**src/rtl/mtr_drv_n.sv**
```systemverilog
// mtr_drv_n: multi-channel H-bridge PWM driver.
// A shared free-running counter sets the PWM period. Speed and direction are
// captured into shadow registers only at the period boundary, so a period is
// never glitched mid-way. A direction reversal holds both outputs of that
// channel low for DEAD_CYC clocks so the bridge is never shoot-through.
// Optional feature macro: MTR_DRV_BRAKE_EN adds a per-channel brake input
// that forces the channel outputs low without disturbing its internal state.
module mtr_drv_n #(
    parameter int NUM_CH   = 2,
    parameter int WIDTH    = 11,
    parameter int DEAD_CYC = 16
) (
    input  logic                    clk,
    input  logic                    rst_n,
    input  logic [NUM_CH*WIDTH-1:0] spd,
    input  logic [NUM_CH-1:0]       rev,
`ifdef MTR_DRV_BRAKE_EN
    input  logic [NUM_CH-1:0]       brake,
`endif
    output logic [NUM_CH-1:0]       PWM_frwrd,
    output logic [NUM_CH-1:0]       PWM_rev,
    output logic                    period_start,
    output logic [NUM_CH-1:0]       dir_busy
);

    localparam logic [WIDTH-1:0] CNT_MAX  = '1;
    localparam logic [WIDTH-1:0] DEAD_VAL = DEAD_CYC[WIDTH-1:0];

    logic [WIDTH-1:0]             cnt_q, cnt_d;
    logic [NUM_CH-1:0][WIDTH-1:0] spd_sh_q, spd_sh_d;
    logic [NUM_CH-1:0]            rev_sh_q, rev_sh_d;
    logic [NUM_CH-1:0][WIDTH-1:0] dead_q, dead_d;
    logic [NUM_CH-1:0]            pwm_f_q, pwm_f_d;
    logic [NUM_CH-1:0]            pwm_r_q, pwm_r_d;
    logic [NUM_CH-1:0]            ch_on;
    logic [NUM_CH-1:0]            brake_v;
    logic                         load;

`ifdef MTR_DRV_BRAKE_EN
    assign brake_v = brake;
`else
    assign brake_v = '0;
`endif

    // The last count of the period is the instant every channel picks up new settings.
    assign load = (cnt_q == CNT_MAX);

    // Next-state logic: counter, shadow capture, dead-time countdown and PWM compare.
    always_comb begin
        cnt_d    = cnt_q + 1'b1;
        spd_sh_d = spd_sh_q;
        rev_sh_d = rev_sh_q;
        dead_d   = dead_q;
        pwm_f_d  = '0;
        pwm_r_d  = '0;
        ch_on    = '0;
        for (int i = 0; i < NUM_CH; i++) begin
            if (load) begin
                spd_sh_d[i] = spd[i*WIDTH +: WIDTH];
                rev_sh_d[i] = rev[i];
            end
            if (load && (rev[i] != rev_sh_q[i])) begin
                dead_d[i] = DEAD_VAL;
            end else if (dead_q[i] != '0) begin
                dead_d[i] = dead_q[i] - 1'b1;
            end
            ch_on[i]   = (cnt_q < spd_sh_q[i]) && (dead_q[i] == '0);
            pwm_f_d[i] = ch_on[i] & ~rev_sh_q[i] & ~brake_v[i];
            pwm_r_d[i] = ch_on[i] &  rev_sh_q[i] & ~brake_v[i];
        end
    end

    // State registers; reset clears everything so outputs drop immediately.
    always_ff @(posedge clk or negedge rst_n) begin
        if (!rst_n) begin
            cnt_q    <= '0;
            spd_sh_q <= '0;
            rev_sh_q <= '0;
            dead_q   <= '0;
            pwm_f_q  <= '0;
            pwm_r_q  <= '0;
        end else begin
            cnt_q    <= cnt_d;
            spd_sh_q <= spd_sh_d;
            rev_sh_q <= rev_sh_d;
            dead_q   <= dead_d;
            pwm_f_q  <= pwm_f_d;
            pwm_r_q  <= pwm_r_d;
        end
    end

    // Status outputs derived directly from the registers.
    always_comb begin
        period_start = (cnt_q == '0);
        for (int i = 0; i < NUM_CH; i++) begin
            dir_busy[i] = (dead_q[i] != '0);
        end
    end

    assign PWM_frwrd = pwm_f_q;
    assign PWM_rev   = pwm_r_q;

endmodule

```
**config.mk**
```make
export PLATFORM = sky130hd
export DESIGN_NAME = mtr_drv_n
export DESIGN_NICKNAME = d
export VERILOG_FILES = /design/src/rtl/mtr_drv_n.sv
export SDC_FILE = /design/constraint.sdc
export NUM_CORES = 1
export LEC_CHECK = 0
export ABC_CLOCK_PERIOD_IN_PS = 1700
export CORE_ASPECT_RATIO = 1.25
export CORE_UTILIZATION = 25
export CTS_CLUSTER_SIZE = 28
export DETAILED_ROUTE_END_ITERATION = 12
export PLACE_DENSITY = 0.4
export SKIP_CTS_REPAIR_TIMING = 1
export SLEW_MARGIN = 10
export SYNTH_ARGS = -nofsm -noshare
export SYNTH_HDL_FRONTEND = slang
export SYNTH_SLANG_ARGS = --single-unit
```
**constraint.sdc**
```tcl
create_clock -name clk -period 1.7 [get_ports clk]
set_input_delay 0.255 -clock clk [delete_from_list [all_inputs] [get_ports clk]]
set_output_delay 0.255 -clock clk [all_outputs]
set_load 0.02 [all_outputs]
```
=== After elaboration in Yosys (flattened, before gate mapping) ===
Cells that the tools add are included.

* Bits in registers: 61
* Bits of input ports: 26
* Output and inout port bits: 7
* Word-level logic and storage cells: 37

* Add/subtract/negate cells: 3
* Magnitude comparators: 2
* Equal/unequal tests: 3
* Mux-type cells: 4
* Bitwise operators: 6
* Reduce and logical (&&, ||, !) cells: 11

{| class="wikitable"
|+ Operators with widths
! kind !! count
|-
| 2-to-1 mux 11 bit || 4
|-
| zero test 11 bit || 3
|-
| less-than comparator 11 bit || 2
|-
| nonzero test 11 bit || 2
|-
| subtractor 11 x 1 -> 11 bit (second input constant) || 2
|-
| adder 11 x 1 -> 11 bit (second input constant) || 1
|-
| equality test 11 bit (second input constant) || 1
|-
| AND 1 bit || 4
|-
| logical AND 1 bit || 4
|-
| nonzero test 2 bit || 2
|-
| inequality test 1 bit || 2
|-
| NOT 1 bit || 2
|}

=== Logic depth before layout (Yosys ltp) ===
* Word-level depth: 3
* Mapped depth: 7
* Gate-level depth less buffers: 7

=== Least setup slack after synthesis ===
No wires, ideal clock.

* Path kind: reg-to-reg
* Start: register dead_q[11] (netlist bit)
* End: register pwm_f_q[1], in the netlist PWM_frwrd[1]
* Library setup time: 0.111 ns
* Data arrival time: 1.720 ns
* Data required time: 1.589 ns
* Path slack: -0.131 ns
* Cell stages (with the launch flop): 7
* Buffers on the path: 0
* Clock period less this slack: 1.831 ns
* Cell sequence: dfrtp_1 > inv_1 > ha_1 > or3b_4 > nor3_4 > inv_2 > a2111oi_2

* Word-level cells in the longest chain between the ends: 3

{| class="wikitable"
|+ RTL lines
! element !! RTL line !! source
|-
| from (decl) || 32 || <nowiki>logic [NUM_CH-1:0][WIDTH-1:0] dead_q, dead_d;</nowiki>
|-
| from (signal assigned) || 79 || <nowiki>dead_q <= '0;</nowiki>
|-
| from (signal assigned) || 86 || <nowiki>dead_q <= dead_d;</nowiki>
|-
| zero test 11 bit || 67 || <nowiki>ch_on[i] = (cnt_q < spd_sh_q[i]) && (dead_q[i] == '0);</nowiki>
|-
| logical AND 1 bit || 67 ||
|-
| AND 1 bit || 68 || <nowiki>pwm_f_d[i] = ch_on[i] & ~rev_sh_q[i] & ~brake_v[i];</nowiki>
|-
| named net pwm_f_d[1] || 33 || <nowiki>logic [NUM_CH-1:0] pwm_f_q, pwm_f_d;</nowiki>
|-
| to (signal assigned) || 87 || <nowiki>pwm_f_q <= pwm_f_d;</nowiki>
|-
| to (decl) || 33 ||
|}

The timed path passes the listed nets, and every way through them passes these cells.
A chain may end at the register's enable or synchronous reset.

=== Worst setup path after layout ===
* Start: register dead_q[12] (netlist bit)
* End: output dir_busy[1]

* Word-level cells in the longest chain between the ends: 1

{| class="wikitable"
|+ RTL lines
! element !! RTL line !! source
|-
| nonzero test 11 bit || 96 || <nowiki>dir_busy[i] = (dead_q[i] != '0);</nowiki>
|-
| to (decl) || 23 || <nowiki>output logic [NUM_CH-1:0] dir_busy</nowiki>
|}

Every way passes these cells.

==> flow_summary_export.csv <==
group,metric,value,unit
critical_path,crit_type,"reg2out",
final_layout,fin_nets,462,
status,violations,"setup timing",
critical_path,cp.required,1440,ps
floorplanning,core-area,12800,sq um
place,placed_cell_area,4280,sq um
detailed_routing,drtAntennaViolNets,0,
timing,skew,7.79,ps
final_layout,finalInstanceArea,4920,sq um
critical_path,arrival,1730,ps
clock_network,root_buffer,"clkbuf_16",
timing,period_needed,1980,ps
detailed_routing,wl,7660,microns
critical_path,start_kind,"flip-flop",
detailed_routing,wl_per_cell,13.1,microns
logic_synthesis,ys_types,55,
logic_synthesis,synth_ff_type,"dfrtp_1",
logic_synthesis,syn_inst,301,
final_layout,drive_above_1_share,0.376,
logic_synthesis,synth_common_cells,"dfrtp_1 (61), inv_1 (28), ha_1 (26), nor2_1 (26), mux2_2 (22)",
final_layout,areaGrowthSynthToFinish,49.4,%
final_layout,diodes,0,
final_layout,fin_cells,583,
logic_synthesis,yosysMostFrequentCell,"dfrtp_1",
clock_network,clock_latency,330,ps
detailed_routing,viasPerCell,4.52,
place,hpwl,5530,microns
detailed_routing,firstDrtPassIters,4,
floorplanning,dieArea,13600,sq um
place,place_congestion,0.746,
power,p_total,5.72,mW
critical_path,critPathMaxFanout,2,
clock_network,clk_pin_slew,50,ps
logic_synthesis,ys_warn_count,0,
logic_synthesis,post-synth-top-area-cell,"dfrtp_1",
power,peakVddDrop,452,uV
floorplanning,fp.dieW,105,microns
global_route,grt_antenna_before_repair,0,
timing,worst_pin_slew,590,ps
detailed_routing,drc,0,
clock_network,clockBufferDepth,2,
critical_path,worstSetupEndpointType,"output port",
clock_network,cts_sinks,61,
timing,whs,477,ps
logic_synthesis,yosysTopAreaCellShare,0.463,
timing,finalHoldViolCount,0,
final_layout,nFillCells,1289,
timing,tns,-1310,ps
global_route,track_usage,0.119,
logic_synthesis,syn-num-nets,353,
floorplanning,initial_utilization,0.258,
floorplanning,die_y,130,microns
status,status,"finished with violations",
timing,rsz0062_at_grt,"true",
timing,max_freq,0.504,GHz
detailed_routing,routed-via-count,2633,
detailed_routing,drtIter0Drc,57,
logic_synthesis,synth_area,3290,sq um
clock_network,ctsHtreeMaxLevel,3,
floorplanning,rows,46,
logic_synthesis,synth-seq-area-share,0.463,
run,cap_violations,0,
timing,fin_ws,-282,ps
global_route,grt-ovfl-total,0,
worst_hold_path,hp-class,"in2async",
timing,post-route-period-util,1.17,
logic_synthesis,yosys-top-cells-area,"dfrtp_1 (46%), ha_1 (9.9%), mux2_2 (7.5%), xnor2_1 (3.5%), inv_1 (3.2%)",
global_route,grt_pass1_vias,2604,
logic_synthesis,async_flop_share,1.00,
place,place_ws,-374,ps
global_route,grt_max_degree,62,
timing,final-setup-viol-count,15,
clock_network,numCtsBuffers,9,
timing,slew_headroom,0.603,
logic_synthesis,syn_area_per_cell,10.9,sq um
final_layout,fin_util,0.385,
clock_network,cts_tree,"done",
global_route,grt_first_pass_wirelength,12500,microns
power,p_leak,2.21,nW
logic_synthesis,synth-edff-count,0,
power,p_per_area,1160,nW/um^2
place,io_buffers,32,
floorplanning,io_pins,33,
logic_synthesis,ys_ff_latch,61,
timing,timing.final.max_slew_violations,0,
place,dp.cells,554,
==> worst paths after layout <==
check / startpoint / end / slack, ps / depth (start not counted)
setup / recovery: dead_q[12] / dir_busy[1] / -280 / 6
hold / removal: rst_n / spd_sh_q[16] / 480 / 3
setup reg to reg: dead_q[12] / dead_q[15] / -230 / 7
hold reg to reg: spd_sh_q[16] / spd_sh_q[16] / 490 / 1
max in group asynchronous: rst_n / cnt_q[4] / 940 / 3
min in group clk: spd_sh_q[16] / spd_sh_q[16] / 490 / 1
==> area by class of cell <==
cell class                      count  area [sq um]  share of cell area
Timing Repair Buffer              104           936               0.190
Inverter                           29           111              0.0226
Sequential cell                    61          1530               0.311
Multi-Input combinational cell    205          1860               0.378
Clock inverter                      1          5.00             0.00102
Tap cell                          168           210              0.0427
Clock buffer                       15           268              0.0544
==> flip-flops by register name, summed over array words and instances, names as in the netlist <==
name,flops
spd_sh_q,22
PWM_rev,2
PWM_frwrd,2
rev_sh_q,2
dead_q,22
cnt_q,11
==> critical path, stage by stage (launching register included) <==
cell and delay [ps]:
dfrtp_1 380, inv_2 80, ha_4 130, or3b_4 390
nor3_4 250, inv_4 50, buf_6 130
==> layer usage <==
metal  share of wire  wire length (microns)  GRT usage
met1            0.42                   3240      0.133
met2            0.54                   4130      0.220
met3           0.023                    177     0.0255
met4           0.016                    119     0.0472
met5               0                      0          0
==> cell usage in the layout, fill, tap and decap left out, types with 4 or more instances in the layout <==
master            n
a21oi_1          12
xor2_1            5
nand2b_1          4
nand2_1          12
inv_1            23
mux2i_1           5
nand4_1           4
nand3_1           5
o21ai_0           4
dfrtp_1          59
inv_2             5
ha_1             21
buf_4            57
mux2_2           22
buf_6            14
nor2_1           24
clkbuf_1          4
clkdlybuf4s50_1  28
clkbuf_16         9
and3_1            4
xnor2_1          12
==> power by group <==
group | internal [mW] | switching (mW) | total, mW
Sequential | 1.75 | 0.206 | 1.95
Clock | 1.06 | 0.610 | 1.67
Combinational | 1.14 | 0.950 | 2.09
==> kinds of logic (layout without fill, tap and decap cells) <==
logic type      Yosys count  after routing  synth area share
buf+inv                  35            149            0.0414
fa+ha+maj                26             26            0.0987
mux                      29             29            0.0972
simple gates             94             94             0.168
compound gates           38             38            0.0832
flops                    61             61             0.463
xor+xnor                 18             18            0.0479
(Power assumes the default switching activity.)
